$ cat config.mk
export PLATFORM = sky130hd
export DESIGN_NAME = cpu_step_controller_flat
export DESIGN_NICKNAME = d
export VERILOG_FILES = /design/src/rtl/cpu_step_controller_pkg.sv /design/src/rtl/cpu_step_controller_if.sv /design/src/rtl/cpu_step_controller_debounce.sv /design/src/rtl/cpu_step_controller.sv /design/src/flat_wrapper.sv
export SDC_FILE = /design/constraint.sdc
export NUM_CORES = 1
export LEC_CHECK = 0
export ABC_AREA = 1
export CAP_MARGIN = 15
export CORE_ASPECT_RATIO = 1.5
export CORE_MARGIN = 3
export CORE_UTILIZATION = 65
export DETAILED_ROUTE_END_ITERATION = 10
export GPL_ROUTABILITY_DRIVEN = 1
export PLACE_DENSITY = 0.87
export SLEW_MARGIN = 10
export SYNTH_ARGS = -nofsm -noshare
export SYNTH_HDL_FRONTEND = slang
export SYNTH_HIERARCHICAL = 1
export SYNTH_SLANG_ARGS = --single-unit
$ cat constraint.sdc
create_clock -name clk -period 2.8 [get_ports clk]
set_input_delay 0.28 -clock clk [delete_from_list [all_inputs] [get_ports clk]]
set_output_delay 0.28 -clock clk [all_outputs]
set_load 0.02 [all_outputs]
$ cat src/rtl/cpu_step_controller_pkg.sv
// Shared definitions for the 6502 softcore CPU step controller: run state
// encoding and the widths of the rate select and pulse counter.
package cpu_pkg;

  localparam int RATE_W   = 2;
  localparam int CE_CNT_W = 16;

  typedef enum logic {
    HALT = 1'b0,
    RUN  = 1'b1
  } run_state_t;

endpackage

$ cat src/rtl/cpu_step_controller_if.sv
// Board-facing signal bundle of the CPU step controller: raw buttons and rate
// select in, clock-enable pulse, run flag and pulse count out.
interface cpu_step_controller_if;
  import cpu_pkg::*;

  logic                btn_mode_n;
  logic                btn_step_n;
  logic [RATE_W-1:0]   rate_sel;
  logic                cpu_ce;
  logic                running;
  logic [CE_CNT_W-1:0] ce_count;

  modport master (
    output btn_mode_n, btn_step_n, rate_sel,
    input  cpu_ce, running, ce_count
  );

  modport slave (
    input  btn_mode_n, btn_step_n, rate_sel,
    output cpu_ce, running, ce_count
  );

endinterface

$ cat src/rtl/cpu_step_controller_debounce.sv
// Button conditioner: 2-flop synchronizer, stability counter and a one-cycle
// press pulse on each accepted transition to the pressed (low) level.
module btn_debounce #(
  parameter int DEBOUNCE_CYCLES = 500000,
  parameter int DEB_W           = 20
) (
  input  logic i_clk,
  input  logic i_rst,
  input  logic i_btn_n,
  output logic o_press
);

  localparam logic [DEB_W-1:0] CNT_LAST = DEB_W'(DEBOUNCE_CYCLES - 1);

  logic             r_sync1;
  logic             r_sync2;
  logic             r_level;
  logic             r_press;
  logic [DEB_W-1:0] r_cnt;

  always_ff @(posedge i_clk or posedge i_rst) begin
    if (i_rst) begin
      r_sync1 <= 1'b1;
      r_sync2 <= 1'b1;
      r_level <= 1'b1;
      r_cnt   <= '0;
      r_press <= 1'b0;
    end else begin
      r_sync1 <= i_btn_n;
      r_sync2 <= r_sync1;
      r_press <= 1'b0;
      if (r_sync2 == r_level) begin
        r_cnt <= '0;
      end else if (r_cnt == CNT_LAST) begin
        // Level accepted; only the transition to pressed is an event.
        r_level <= r_sync2;
        r_cnt   <= '0;
        r_press <= ~r_sync2;
      end else begin
        r_cnt <= r_cnt + DEB_W'(1);
      end
    end
  end

  assign o_press = r_press;

endmodule

$ cat src/rtl/cpu_step_controller.sv
// Run/halt/single-step controller producing a one-cycle cpu_ce pulse in the
// system clock domain, with a run-time selectable free-run rate.
module cpu_step_controller
  import cpu_pkg::*;
#(
  parameter int DIV_WIDTH       = 24,
  parameter int DEBOUNCE_CYCLES = 500000,
  parameter int DEB_W           = 20,
  parameter bit RESET_RUN       = 1'b1
) (
  input  logic                  clk,
  input  logic                  reset,
  cpu_step_controller_if.slave  bus
);

  logic                 w_mode_press;
  logic                 w_step_press;
  logic                 w_frame_end;
  logic [DIV_WIDTH-1:0] w_frame_mask;

  run_state_t           r_state;
  run_state_t           w_state_next;
  logic [DIV_WIDTH-1:0] r_div_cnt;
  logic [DIV_WIDTH-1:0] w_div_next;
  logic [RATE_W-1:0]    r_rate_q;
  logic [RATE_W-1:0]    w_rate_next;
  logic                 r_cpu_ce;
  logic                 w_ce_next;
  logic [CE_CNT_W-1:0]  r_ce_count;

  btn_debounce #(
    .DEBOUNCE_CYCLES (DEBOUNCE_CYCLES),
    .DEB_W           (DEB_W)
  ) u_deb_mode (
    .i_clk   (clk),
    .i_rst   (reset),
    .i_btn_n (bus.btn_mode_n),
    .o_press (w_mode_press)
  );

  btn_debounce #(
    .DEBOUNCE_CYCLES (DEBOUNCE_CYCLES),
    .DEB_W           (DEB_W)
  ) u_deb_step (
    .i_clk   (clk),
    .i_rst   (reset),
    .i_btn_n (bus.btn_step_n),
    .o_press (w_step_press)
  );

  // Period is 2^(DIV_WIDTH - 2*rate_q): compare only that many low bits.
  assign w_frame_mask = {DIV_WIDTH{1'b1}} >> {r_rate_q, 1'b0};
  assign w_frame_end  = (r_div_cnt & w_frame_mask) == w_frame_mask;

  always_comb begin
    w_state_next = r_state;
    w_div_next   = r_div_cnt;
    w_rate_next  = r_rate_q;
    w_ce_next    = 1'b0;
    unique case (r_state)
      RUN: begin
        if (w_mode_press) begin
          w_state_next = HALT;
          w_div_next   = '0;
        end else begin
          w_div_next = r_div_cnt + DIV_WIDTH'(1);
          if (w_frame_end) begin
            w_ce_next   = 1'b1;
            w_rate_next = bus.rate_sel;
          end
        end
      end
      HALT: begin
        w_div_next = '0;
        // A simultaneous step is dropped in favour of the mode change.
        if (w_mode_press) begin
          w_state_next = RUN;
          w_rate_next  = bus.rate_sel;
        end else if (w_step_press) begin
          w_ce_next = 1'b1;
        end
      end
    endcase
  end

  always_ff @(posedge clk or posedge reset) begin
    if (reset) begin
      r_state    <= RESET_RUN ? RUN : HALT;
      r_div_cnt  <= '0;
      r_rate_q   <= '0;
      r_cpu_ce   <= 1'b0;
      r_ce_count <= '0;
    end else begin
      r_state    <= w_state_next;
      r_div_cnt  <= w_div_next;
      r_rate_q   <= w_rate_next;
      r_cpu_ce   <= w_ce_next;
      r_ce_count <= r_ce_count + CE_CNT_W'(r_cpu_ce);
    end
  end

  assign bus.cpu_ce   = r_cpu_ce;
  assign bus.running  = (r_state == RUN);
  assign bus.ce_count = r_ce_count;

endmodule

$ cat src/flat_wrapper.sv
// flat-port wrapper written by rule: the top's interface ports become plain ports
module cpu_step_controller_flat import cpu_pkg::*;
#(
  parameter int DIV_WIDTH       = 24,
  parameter int DEBOUNCE_CYCLES = 500000,
  parameter int DEB_W           = 20,
  parameter bit RESET_RUN       = 1'b1
)
  (clk, reset, bus_btn_mode_n, bus_btn_step_n, bus_rate_sel, bus_cpu_ce, bus_running, bus_ce_count);
  cpu_step_controller_if bus_i ();
  input  logic clk;
  input  logic reset;
  input wire logic [$bits(bus_i.btn_mode_n)-1:0] bus_btn_mode_n;
  input wire logic [$bits(bus_i.btn_step_n)-1:0] bus_btn_step_n;
  input wire logic [$bits(bus_i.rate_sel)-1:0] bus_rate_sel;
  output wire logic [$bits(bus_i.cpu_ce)-1:0] bus_cpu_ce;
  output wire logic [$bits(bus_i.running)-1:0] bus_running;
  output wire logic [$bits(bus_i.ce_count)-1:0] bus_ce_count;
  assign bus_i.btn_mode_n = bus_btn_mode_n;
  assign bus_i.btn_step_n = bus_btn_step_n;
  assign bus_i.rate_sel = bus_rate_sel;
  assign bus_cpu_ce = bus_i.cpu_ce;
  assign bus_running = bus_i.running;
  assign bus_ce_count = bus_i.ce_count;
  cpu_step_controller #(.DIV_WIDTH(DIV_WIDTH), .DEBOUNCE_CYCLES(DEBOUNCE_CYCLES), .DEB_W(DEB_W), .RESET_RUN(RESET_RUN)) u_core (.clk(clk), .reset(reset), .bus(bus_i));
endmodule
==> results.py, run 1 <==
metrics = {
    "sta": {
        "min_period_over_period_pct": 65.9,
        "worst_pin_slew_ns": 0.890,
        "fmax_mhz": 542,
        "tns_ns": 0,
        "setup_violations": 0,
        "worst_hold_slack_ns": 0.234,
        "finalClockSkew_ns": 0.00693,
        "drv_slew": 0,
        "min_period_ns": 1.84,
        "slew_headroom_pct": 40.6,
        "rsz0062_at_grt": "no",
        "hold_viol": 0,
    },
    "setup_path": {
        "path_buf_inv": 1,
        "path_cells": "clkdlybuf4s50_1",
        "setup.worst_path.end_class": "primary output",
        "slowest_delay_ns": 0.62,
        "critPathRequiredTime_ns": 2.52,
        "crit_type": "flop to primary output",
        "start_kind": "flop",
        "cpMaxStageDelayCell": "clkdlybuf4s50_1",
        "critical_path_depth": 1,
        "rrSetupSlack_ns": 1.11,
        "r2r_end": "u_core/bus.ce_count[12]",
        "worstReg2RegStart": "u_core/bus.ce_count[0]",
        "crit_start": "u_core/bus.running",
        "crit_family": "buffers and inverters",
        "critPathCapture": "bus_running",
        "r2r_cells": 8,
        "path_max_fanout": 6,
        "cp.arrival_ns": 1.56,
    },
    "global_routing": {
        "grt-ovfl-total": 0,
        "grt_max_degree": 31,
        "antenna_found_initial": 0,
        "grt_first_pass_wirelength_mm": 18.3,
        "grt_pass1_vias": 4139,
        "grt.total_usage_pct": 26.1,
    },
    "floorplanning": {
        "fp.coreArea_um2": 7270,
        "dieWidth_um": 77.1,
        "io_pins": 24,
        "dieHeight_um": 113,
        "die_area_um2": 8670,
        "initial_core_util_pct": 67.7,
        "rows": 38,
    },
    "cts": {
        "htreeDepth": 3,
        "insertion_delay_ns": 0.36,
        "root_buffer": "clkbuf_8",
        "cts_buffer_depth": 2,
        "cts_sinks": 92,
        "ctsResizeCount": 0,
        "cts-buffers-inserted": 9,
        "cts_tree": "yes",
        "clkSlewWorstSetupHoldPaths_ns": 0.09,
        "postCtsHoldBufs": 0,
        "post_cts_buffers": 0,
    },
    "drt": {
        "top_layer": "met4",
        "met1_length_mm": 4.04,
        "route.met3.wl_um": 320,
        "dr.pass1.iters": 5,
        "viasPerCell": 5.40,
        "vias": 4005,
        "routedWlPerCell_um": 13.8,
        "ant_nets": 0,
        "routed_wl_mm": 10.3,
        "met2_length_mm": 5.54,
        "drc": 0,
        "drt-initial-drc-count": 297,
    },
    "synthesis": {
        "synth_flop_cell": "dfrtp_1",
        "syn-cell-area_um2": 4920,
        "syn-num-nets": 613,
        "synth_edf_count": 0,
        "avgSynthCellArea_um2": 8.19,
        "async_reset_ff_share_pct": 100,
        "ys_ff_latch": 92,
        "ys_seq_area_share_pct": 46.9,
        "yosysWarnings": 6,
        "ys_types": 32,
        "syn-instance-count": 601,
    },
    "placed_design": {
        "dp_hpwl_mm": 7.50,
        "gp_congestion": 0.884,
        "io_buffers": 23,
    },
    "finish": {
        "area_growth_pct": 12.6,
        "final_common_cell": "nand2_1",
        "final.fill_count": 500,
        "final_cell_mix": "nand2_1, nor2_1, dfrtp_1",
        "layout-drive-gt1-share_pct": 15.4,
        "nNetsFinal": 648,
        "diodes": 0,
        "final_core_util_pct": 76.2,
    },
    "pwr": {
        "ir_worst_vdd_mv": 0.421,
        "powerDensity_nw_per_um2": 440,
        "p_leak_nw": 2.43,
    },
    "status": {
        "status": "finished, final reports clean",
    },
    "run": {
        "cap_viol_max_count": 0,
    },
    "hold_path": {
        "hp-class": "primary input to async pin",
    },
}
final cells by class:
cell class	instances	area, um2	area share, %
inverter	66	248	4.47
sequential	92	2310	41.7
clock inverter	3	67.6	1.22
clock buffer	13	169	3.05
timing repair buffer	26	273	4.92
tap	100	125	2.26
multi-input combinational	441	2350	42.4
state kept, by name, indices dropped and copies added (netlist names), 2 cells and up:
name,cells
u_core/bus.ce_count,16
u_core/r_div_cnt,24
u_core/r_rate_q,2
u_core/u_deb_mode/r_cnt,20
u_core/u_deb_step/r_cnt,20
per-stage QoR:
step                      worst slack, ns  power (W)  instances  instance area, um2
after floorplan                      1.17    0.00142        601                4920
final                               0.955    0.00244        741                5540
after global placement               1.24    0.00144        724                5280
after CTS                           0.941    0.00245        740                5520
after detailed placement             1.20    0.00144        724                5280
after global routing                0.915    0.00253        741                5540
synth_stat cells, drive strengths merged, types with 2 or more instances:
master	count	area share (%)
nand3	43	5.2
xnor2	13	2.3
o21bai	2	0.30
nor3b	2	0.51
nand2	142	12
inv	66	5.0
nand4	7	0.89
a21oi	21	2.1
dfstp	7	3.7
nor3	16	2.4
dfrtp	85	43
nor2	143	14
and2	2	0.25
o21ai	24	2.5
ha	6	1.5
xor2	17	3.3
where the power goes:
| part | switching (W) | internal, W | leakage, nW |
|---|---|---|---|
| registers | 0.00000794 | 0.00134 | 1.25 |
| logic | 0.0000479 | 0.0000207 | 1.07 |
| clock network | 0.000445 | 0.000577 | 0.116 |
layer usage:
metal  track usage [%]  vias to the layer above
li1                  -                     1964
met1              29.9                     1894
met2              47.3                      111
met3              2.97                       36
met4              14.3                        0
met5                 0                        -
how the worst min path moves through the flow:
stage                         startpoint                   endpoint  slack [ns]  cells past startpoint
6_report                           reset       u_core/r_div_cnt[12]        0.23                      2
3_3_place_gp   u_core/u_deb_step/r_sync1  u_core/u_deb_step/r_sync2        0.35                      0
3_5_place_dp   u_core/u_deb_mode/r_sync1  u_core/u_deb_mode/r_sync2        0.35                      0
5_1_grt                            reset       u_core/r_div_cnt[12]        0.25                      2
2_1_floorplan             bus_btn_mode_n  u_core/u_deb_mode/r_sync1        0.28                      0
4_1_cts                   bus_btn_mode_n  u_core/u_deb_mode/r_sync1        0.31                      1
kinds of logic (layout without fill, tap and decap cells):
kind of cell / after synthesis / in the layout / share of synthesized area, %
adder cells (fa/ha/maj): 6 / 6 / 1.53
AND/OR/NAND/NOR: 355 / 355 / 35.2
flip-flops: 92 / 92 / 46.9
XOR/XNOR: 30 / 30 / 5.64
AO/OA/AOI/OAI: 50 / 50 / 5.41
buffers and inverters: 68 / 108 / 5.29
No activity file was read; power rests on OpenSTA's default activity.
==> run 2: changes to the inputs <==
--- a/config.mk
+++ b/config.mk
@@ -9,10 +9,10 @@
 export CAP_MARGIN = 15
 export CORE_ASPECT_RATIO = 1.5
 export CORE_MARGIN = 3
-export CORE_UTILIZATION = 65
+export CORE_UTILIZATION = 55
 export DETAILED_ROUTE_END_ITERATION = 10
 export GPL_ROUTABILITY_DRIVEN = 1
-export PLACE_DENSITY = 0.87
+export PLACE_DENSITY = 0.79
 export SLEW_MARGIN = 10
 export SYNTH_ARGS = -nofsm -noshare
 export SYNTH_HDL_FRONTEND = slang
==> constraint.sdc (replaced) <==
create_clock -name clk -period 1.6 [get_ports clk]
set_input_delay 0.16 -clock clk [delete_from_list [all_inputs] [get_ports clk]]
set_output_delay 0.16 -clock clk [all_outputs]
set_load 0.02 [all_outputs]
==> run 2 against run 1 <==
Worst setup slack worse by 0.92 ns. Clock power is 92% higher. Non-clock buffer count is 9 higher. Final cell count is 2.2% higher. Clock-buffer cell count is 3 lower. First-iteration DRC count is 34% lower. Combinational power is 84% higher. Flip-flop and latch count stayed put. Core utilization is 9.9 points lower. Critical path type unchanged. Largest power group unchanged.
==> results.py, run 2 (synthesized netlist as in run 1, its figures left out) <==
metrics = {
    "global_routing": {
        "grt_first_pass_wirelength_mm": 17.3,
        "antenna_found_initial": 0,
        "grt_max_degree": 25,
        "grt.total_usage_pct": 20.9,
        "grt_pass1_vias": 3938,
        "grt-ovfl-total": 0,
    },
    "pwr": {
        "pwr-share-comb_pct": 2.8,
        "swShare_pct": 22.6,
        "power.internal_w": 0.00344,
        "p_switching_w": 0.00101,
        "p_seq_share_pct": 53.1,
        "ir_worst_vdd_mv": 0.776,
        "powerDensity_nw_per_um2": 783,
        "finalPower_w": 0.00445,
        "p_clk_share_pct": 44.1,
        "p_leak_nw": 2.55,
    },
    "cts": {
        "cts_sinks": 92,
        "cts-buffers-inserted": 9,
        "postCtsHoldBufs": 0,
        "htreeDepth": 3,
        "clkSlewWorstSetupHoldPaths_ns": 0.07,
        "cts_buffer_depth": 2,
        "root_buffer": "clkbuf_16",
        "insertion_delay_ns": 0.35,
        "cts_tree": "yes",
    },
    "floorplanning": {
        "rows": 41,
        "die_area_um2": 10100,
        "dieWidth_um": 83.2,
        "dieHeight_um": 122,
        "fp.coreArea_um2": 8570,
        "io_pins": 24,
        "initial_core_util_pct": 57.5,
    },
    "sta": {
        "worst_slack_ns": 0.0365,
        "finalClockSkew_ns": 0.0111,
        "min_period_over_period_pct": 97.7,
        "min_period_ns": 1.56,
        "drv_slew": 0,
        "slew_headroom_pct": 67.3,
        "fmax_mhz": 640,
        "setup_violations": 0,
        "hold_viol": 0,
        "worst_pin_slew_ns": 0.488,
    },
    "placed_design": {
        "place_ws_ns": 0.0661,
        "dp_hpwl_mm": 7.50,
        "gp_congestion": 0.942,
        "io_buffers": 23,
    },
    "finish": {
        "nNetsFinal": 657,
        "reg_top3": "u_core/r_div_cnt x24, u_core/u_deb_mode/r_cnt x20, u_core/u_deb_step/r_cnt x20",
        "final.fill_count": 682,
        "final_cell_mix": "nand2_1, nor2_1, dfrtp_1",
        "largest_reg_flops": 24,
        "final_common_cell": "nand2_1",
        "largest_register": "u_core/r_div_cnt",
        "layout-drive-gt1-share_pct": 17.7,
        "diodes": 0,
        "area_growth_pct": 15.4,
    },
    "drt": {
        "vias": 3952,
        "drt-initial-drc-count": 195,
        "ant_nets": 0,
        "viasPerCell": 5.22,
        "routed_wl_mm": 10.2,
        "drc": 0,
        "routedWlPerCell_um": 13.4,
        "dr.pass1.iters": 5,
    },
    "setup_path": {
        "path_buf_inv": 1,
        "crit_start": "u_core/bus.ce_count[8]",
        "path_cells": "clkdlybuf4s50_1",
        "worstReg2RegStart": "u_core/r_div_cnt[0]",
        "slowest_delay_ns": 0.63,
        "crit_type": "flop to primary output",
        "setup.worst_path.end_class": "primary output",
        "cpMaxStageDelayCell": "clkdlybuf4s50_1",
        "critPathRequiredTime_ns": 1.44,
        "path_max_fanout": 4,
        "start_kind": "flop",
        "cp.arrival_ns": 1.40,
        "crit_family": "buffers and inverters",
    },
    "status": {
        "status": "finished, final reports clean",
    },
    "hold_path": {
        "hp-class": "primary input to async pin",
    },
    "run": {
        "cap_viol_max_count": 0,
    },
}
==> run 2: cell count changes in the layout (fill, tap and decap cells not counted), sizes merged <==
cell,previous run,this run
clkinvlp,1,3
clkinv,1,3
clkbuf,13,10
dlymetal6s2s,0,4
buf,3,12
inv,65,66
dlygate4sd2,0,3
clkdlybuf4s50,23,16
bufinv,2,0
==> run 2: power by group through the flow <==
| stage | Clock, W | Sequential, W | Combinational [W] |
|---|---|---|---|
| global route | 0.00208 | 0.00236 | 0.000146 |
| finish | 0.00196 | 0.00236 | 0.000126 |
| detailed placement | 0 | 0.00240 | 0.000130 |
| CTS | 0.00200 | 0.00236 | 0.000131 |
| floorplan | 0 | 0.00240 | 0.0000763 |
| global placement | 0 | 0.00240 | 0.000127 |
==> run 2: timing repair <==
action                                  in CTS  in global routing
endpoints found under the setup margin       3                 13
resized for setup                            3                 11
buffers inserted                             0                  4
pin swaps                                    0                  1
==> run 2: metrics by stage <==
stage	util, %	cells	TNS, ns	hold WS, ns	instance area [um2]
after floorplan	-	601	0	0.164	4920
after global placement	62.4	737	0	0.346	5350
after detailed placement	62.4	737	0	0.347	5350
after CTS	65.5	753	0	0.184	5620
after global routing	66.3	757	-0.0170	0.215	5680
final	66.3	757	0	0.180	5680
==> run 2: final timing paths <==
kind                            slack [ns]  cells past startpoint                   endpoint
worst min-delay path                  0.18                      2       u_core/r_div_cnt[10]
min in group clk                      0.22                      1  u_core/u_deb_mode/r_sync1
worst min register to register        0.36                      0  u_core/u_deb_mode/r_sync2
max in group asynchronous             0.91                      3         u_core/bus.running
worst max-delay path                  0.04                      1            bus_ce_count[8]
worst max register to register        0.08                     10         u_core/r_rate_q[0]
==> run 2: layout make-up <==
| cell class | count | area (um2) | area share (%) |
|---|---|---|---|
| well taps | 107 | 134 | 2.36 |
| clock buffers | 10 | 229 | 4.03 |
| multi-input cells | 441 | 2380 | 41.8 |
| flip-flops and latches | 92 | 2310 | 40.7 |
| repair buffers | 35 | 339 | 5.97 |
| inverters | 66 | 248 | 4.36 |
| clock inverters | 6 | 41.3 | 0.727 |
==> run 2: per-layer routing <==
layer,GRT usage (%),share of wire (%),up-vias
met5,0,0,-
met3,3.59,2.8,15
met4,7.98,1.9,0
li1,-,-,1982
met2,39.4,54,70
met1,23.3,41,1885
==> run 3: changes to the inputs <==
--- a/config.mk
+++ b/config.mk
@@ -12,6 +12,7 @@
 export CORE_UTILIZATION = 55
 export DETAILED_ROUTE_END_ITERATION = 10
 export GPL_ROUTABILITY_DRIVEN = 1
+export GPL_TIMING_DRIVEN = 0
 export PLACE_DENSITY = 0.79
 export SLEW_MARGIN = 10
 export SYNTH_ARGS = -nofsm -noshare
==> run 3 against run 2 <==
Flip-flop and latch count stayed put. Die area stayed put. Clock power is 18% higher. Power is 7.6% higher. Clock-buffer cell count is 1 lower. Global-route usage is 0.46 points higher. Sequential share of layout area is 0.43 points lower. Sequential power hardly changed. Final cell count is 0.26% lower. Critical path depth stayed put. Routed wire length is 4.6% higher. Critical path type unchanged.
==> results.py, run 3 (synthesized netlist as in run 1, its figures left out) <==
metrics = {
    "status": {
        "status": "finished, final reports clean",
    },
    "placed_design": {
        "dpl_cell_area_um2": 5310,
        "dp_hpwl_mm": 7.54,
        "gp_congestion": 0.936,
        "place_ws_ns": -0.0322,
        "io_buffers": 23,
    },
    "sta": {
        "drv_slew": 0,
        "fmax_mhz": 643,
        "min_period_ns": 1.55,
        "hold_viol": 0,
        "slew_headroom_pct": 38.8,
        "worst_hold_slack_ns": 0.151,
        "rsz0062_at_grt": "yes",
        "setup_violations": 0,
        "worst_slack_ns": 0.0452,
        "tns_ns": 0,
        "min_period_over_period_pct": 97.2,
        "worst_pin_slew_ns": 0.917,
        "finalClockSkew_ns": 0.00911,
    },
    "pwr": {
        "power.internal_w": 0.00376,
        "ir_worst_vdd_mv": 0.690,
        "p_leak_nw": 2.58,
        "pwr-share-comb_pct": 2.5,
        "swShare_pct": 21.5,
        "p_seq_share_pct": 49.3,
        "p_clk_share_pct": 48.2,
        "powerDensity_nw_per_um2": 833,
        "p_switching_w": 0.00103,
    },
    "finish": {
        "area_growth_pct": 16.6,
        "final_core_util_pct": 67.0,
        "diodes": 0,
        "final_cell_mix": "nand2_1, nor2_1, dfrtp_1",
        "reg_top3": "u_core/r_div_cnt x24, u_core/u_deb_mode/r_cnt x20, u_core/u_deb_step/r_cnt x20",
        "largest_reg_flops": 24,
        "regArea_um2": 2310,
        "final_common_cell": "nand2_1",
        "largest_register": "u_core/r_div_cnt",
        "fin_area_um2": 5740,
        "nNetsFinal": 655,
        "multi_input_area_um2": 2400,
        "final.fill_count": 673,
        "layout-drive-gt1-share_pct": 17.7,
    },
    "floorplanning": {
        "io_pins": 24,
        "dieHeight_um": 122,
        "rows": 41,
        "initial_core_util_pct": 57.5,
        "die_area_um2": 10100,
        "dieWidth_um": 83.2,
        "fp.coreArea_um2": 8570,
    },
    "drt": {
        "drt-initial-drc-count": 177,
        "routed_wl_mm": 10.6,
        "ant_nets": 0,
        "viasPerCell": 5.37,
        "dr.pass1.iters": 4,
        "drc": 0,
        "vias": 4058,
        "routedWlPerCell_um": 14.1,
    },
    "cts": {
        "cts_buffer_depth": 2,
        "cts_tree": "yes",
        "root_buffer": "clkbuf_16",
        "cts_sinks": 92,
        "insertion_delay_ns": 0.34,
        "clkSlewWorstSetupHoldPaths_ns": 0.07,
        "postCtsHoldBufs": 0,
        "cts-buffers-inserted": 9,
        "htreeDepth": 3,
    },
    "global_routing": {
        "grt_pass1_vias": 4049,
        "grt_max_degree": 34,
        "grt.total_usage_pct": 21.3,
        "grt-ovfl-total": 0,
        "antenna_found_initial": 0,
        "grt_first_pass_wirelength_mm": 17.5,
    },
    "setup_path": {
        "worstReg2RegStart": "u_core/bus.cpu_ce",
        "crit_family": "buffers and inverters",
        "cpMaxStageDelayCell": "clkdlybuf4s50_1",
        "critPathRequiredTime_ns": 1.44,
        "rrSetupSlack_ns": 0.07,
        "crit_start": "u_core/bus.ce_count[8]",
        "critical_path_depth": 1,
        "path_max_fanout": 4,
        "setup.worst_path.end_class": "primary output",
        "crit_type": "flop to primary output",
        "slowest_delay_ns": 0.63,
        "critPathCapture": "bus_ce_count[8]",
        "path_buf_inv": 1,
        "r2r_end": "u_core/bus.ce_count[12]",
        "r2r_cells": 8,
        "cp.arrival_ns": 1.39,
        "path_cells": "clkdlybuf4s50_1",
        "start_kind": "flop",
    },
    "hold_path": {
        "hp-class": "primary input to async pin",
    },
    "run": {
        "cap_viol_max_count": 0,
    },
}
run 3: cell count changes in the layout (fill, tap and decap cells not counted), sizes merged:
cell,previous run,this run
clkinvlp,3,1
inv,66,67
bufinv,0,2
buf,12,9
run 3: stage by stage:
| step | total power, W | cells |
|---|---|---|
| floorplan | 0.00248 | 601 |
| global placement | 0.00252 | 731 |
| detailed placement | 0.00253 | 732 |
| CTS | 0.00483 | 748 |
| global route | 0.00494 | 755 |
| finish | 0.00478 | 755 |
run 3: worst min-delay path by stage:
stage,start,end,slack (ns),cells after the start
after floorplan,bus_btn_mode_n,u_core/u_deb_mode/r_sync1,0.16,0
after global placement,u_core/u_deb_step/r_sync1,u_core/u_deb_step/r_sync2,0.35,0
after detailed placement,u_core/u_deb_mode/r_sync1,u_core/u_deb_mode/r_sync2,0.35,0
after CTS,reset,u_core/r_div_cnt[10],0.15,2
after global routing,reset,u_core/r_div_cnt[10],0.17,2
final,reset,u_core/r_div_cnt[7],0.15,2
run 3: worst register-to-register path, cell delays in order, from the launching register on:
cell and delay [ns]:
dfrtp_2 0.39, ha_4 0.16, ha_4 0.14, nand3_2 0.12
nor2_4 0.19, nand3_4 0.12, nor2_4 0.12, nand2_1 0.08
xnor2_1 0.12
run 3: routing by layer:
metal  global-route usage, %  wire, um
met1                    23.0      4260
met2                    39.8      5840
met3                    4.19       277
met4                    10.0       265
met5                       0         0
run 3: final cells by class:
class | count | share of cell area [%]
multi-input cells | 441 | 41.8
clock buffers | 9 | 3.92
well taps | 107 | 2.33
inverters | 66 | 4.31
repair buffers | 31 | 5.38
clock inverters | 7 | 1.72
plain buffers | 2 | 0.218
flip-flops and latches | 92 | 40.3
run 3: power by group through the flow:
stage               clock, W  combinational, W  sequential [W]
floorplan                  0         0.0000763         0.00240
global placement           0          0.000113         0.00240
detailed placement         0          0.000121         0.00240
CTS                  0.00234          0.000122         0.00236
global route         0.00244          0.000137         0.00236
finish               0.00231          0.000117         0.00236
run 3: timing repair:
action,4_1_cts,5_1_grt
endpoints found under the setup margin,4,11
resized for setup,5,12
hold endpoints to repair,0,0
buffers inserted,0,7
pin swaps,0,3
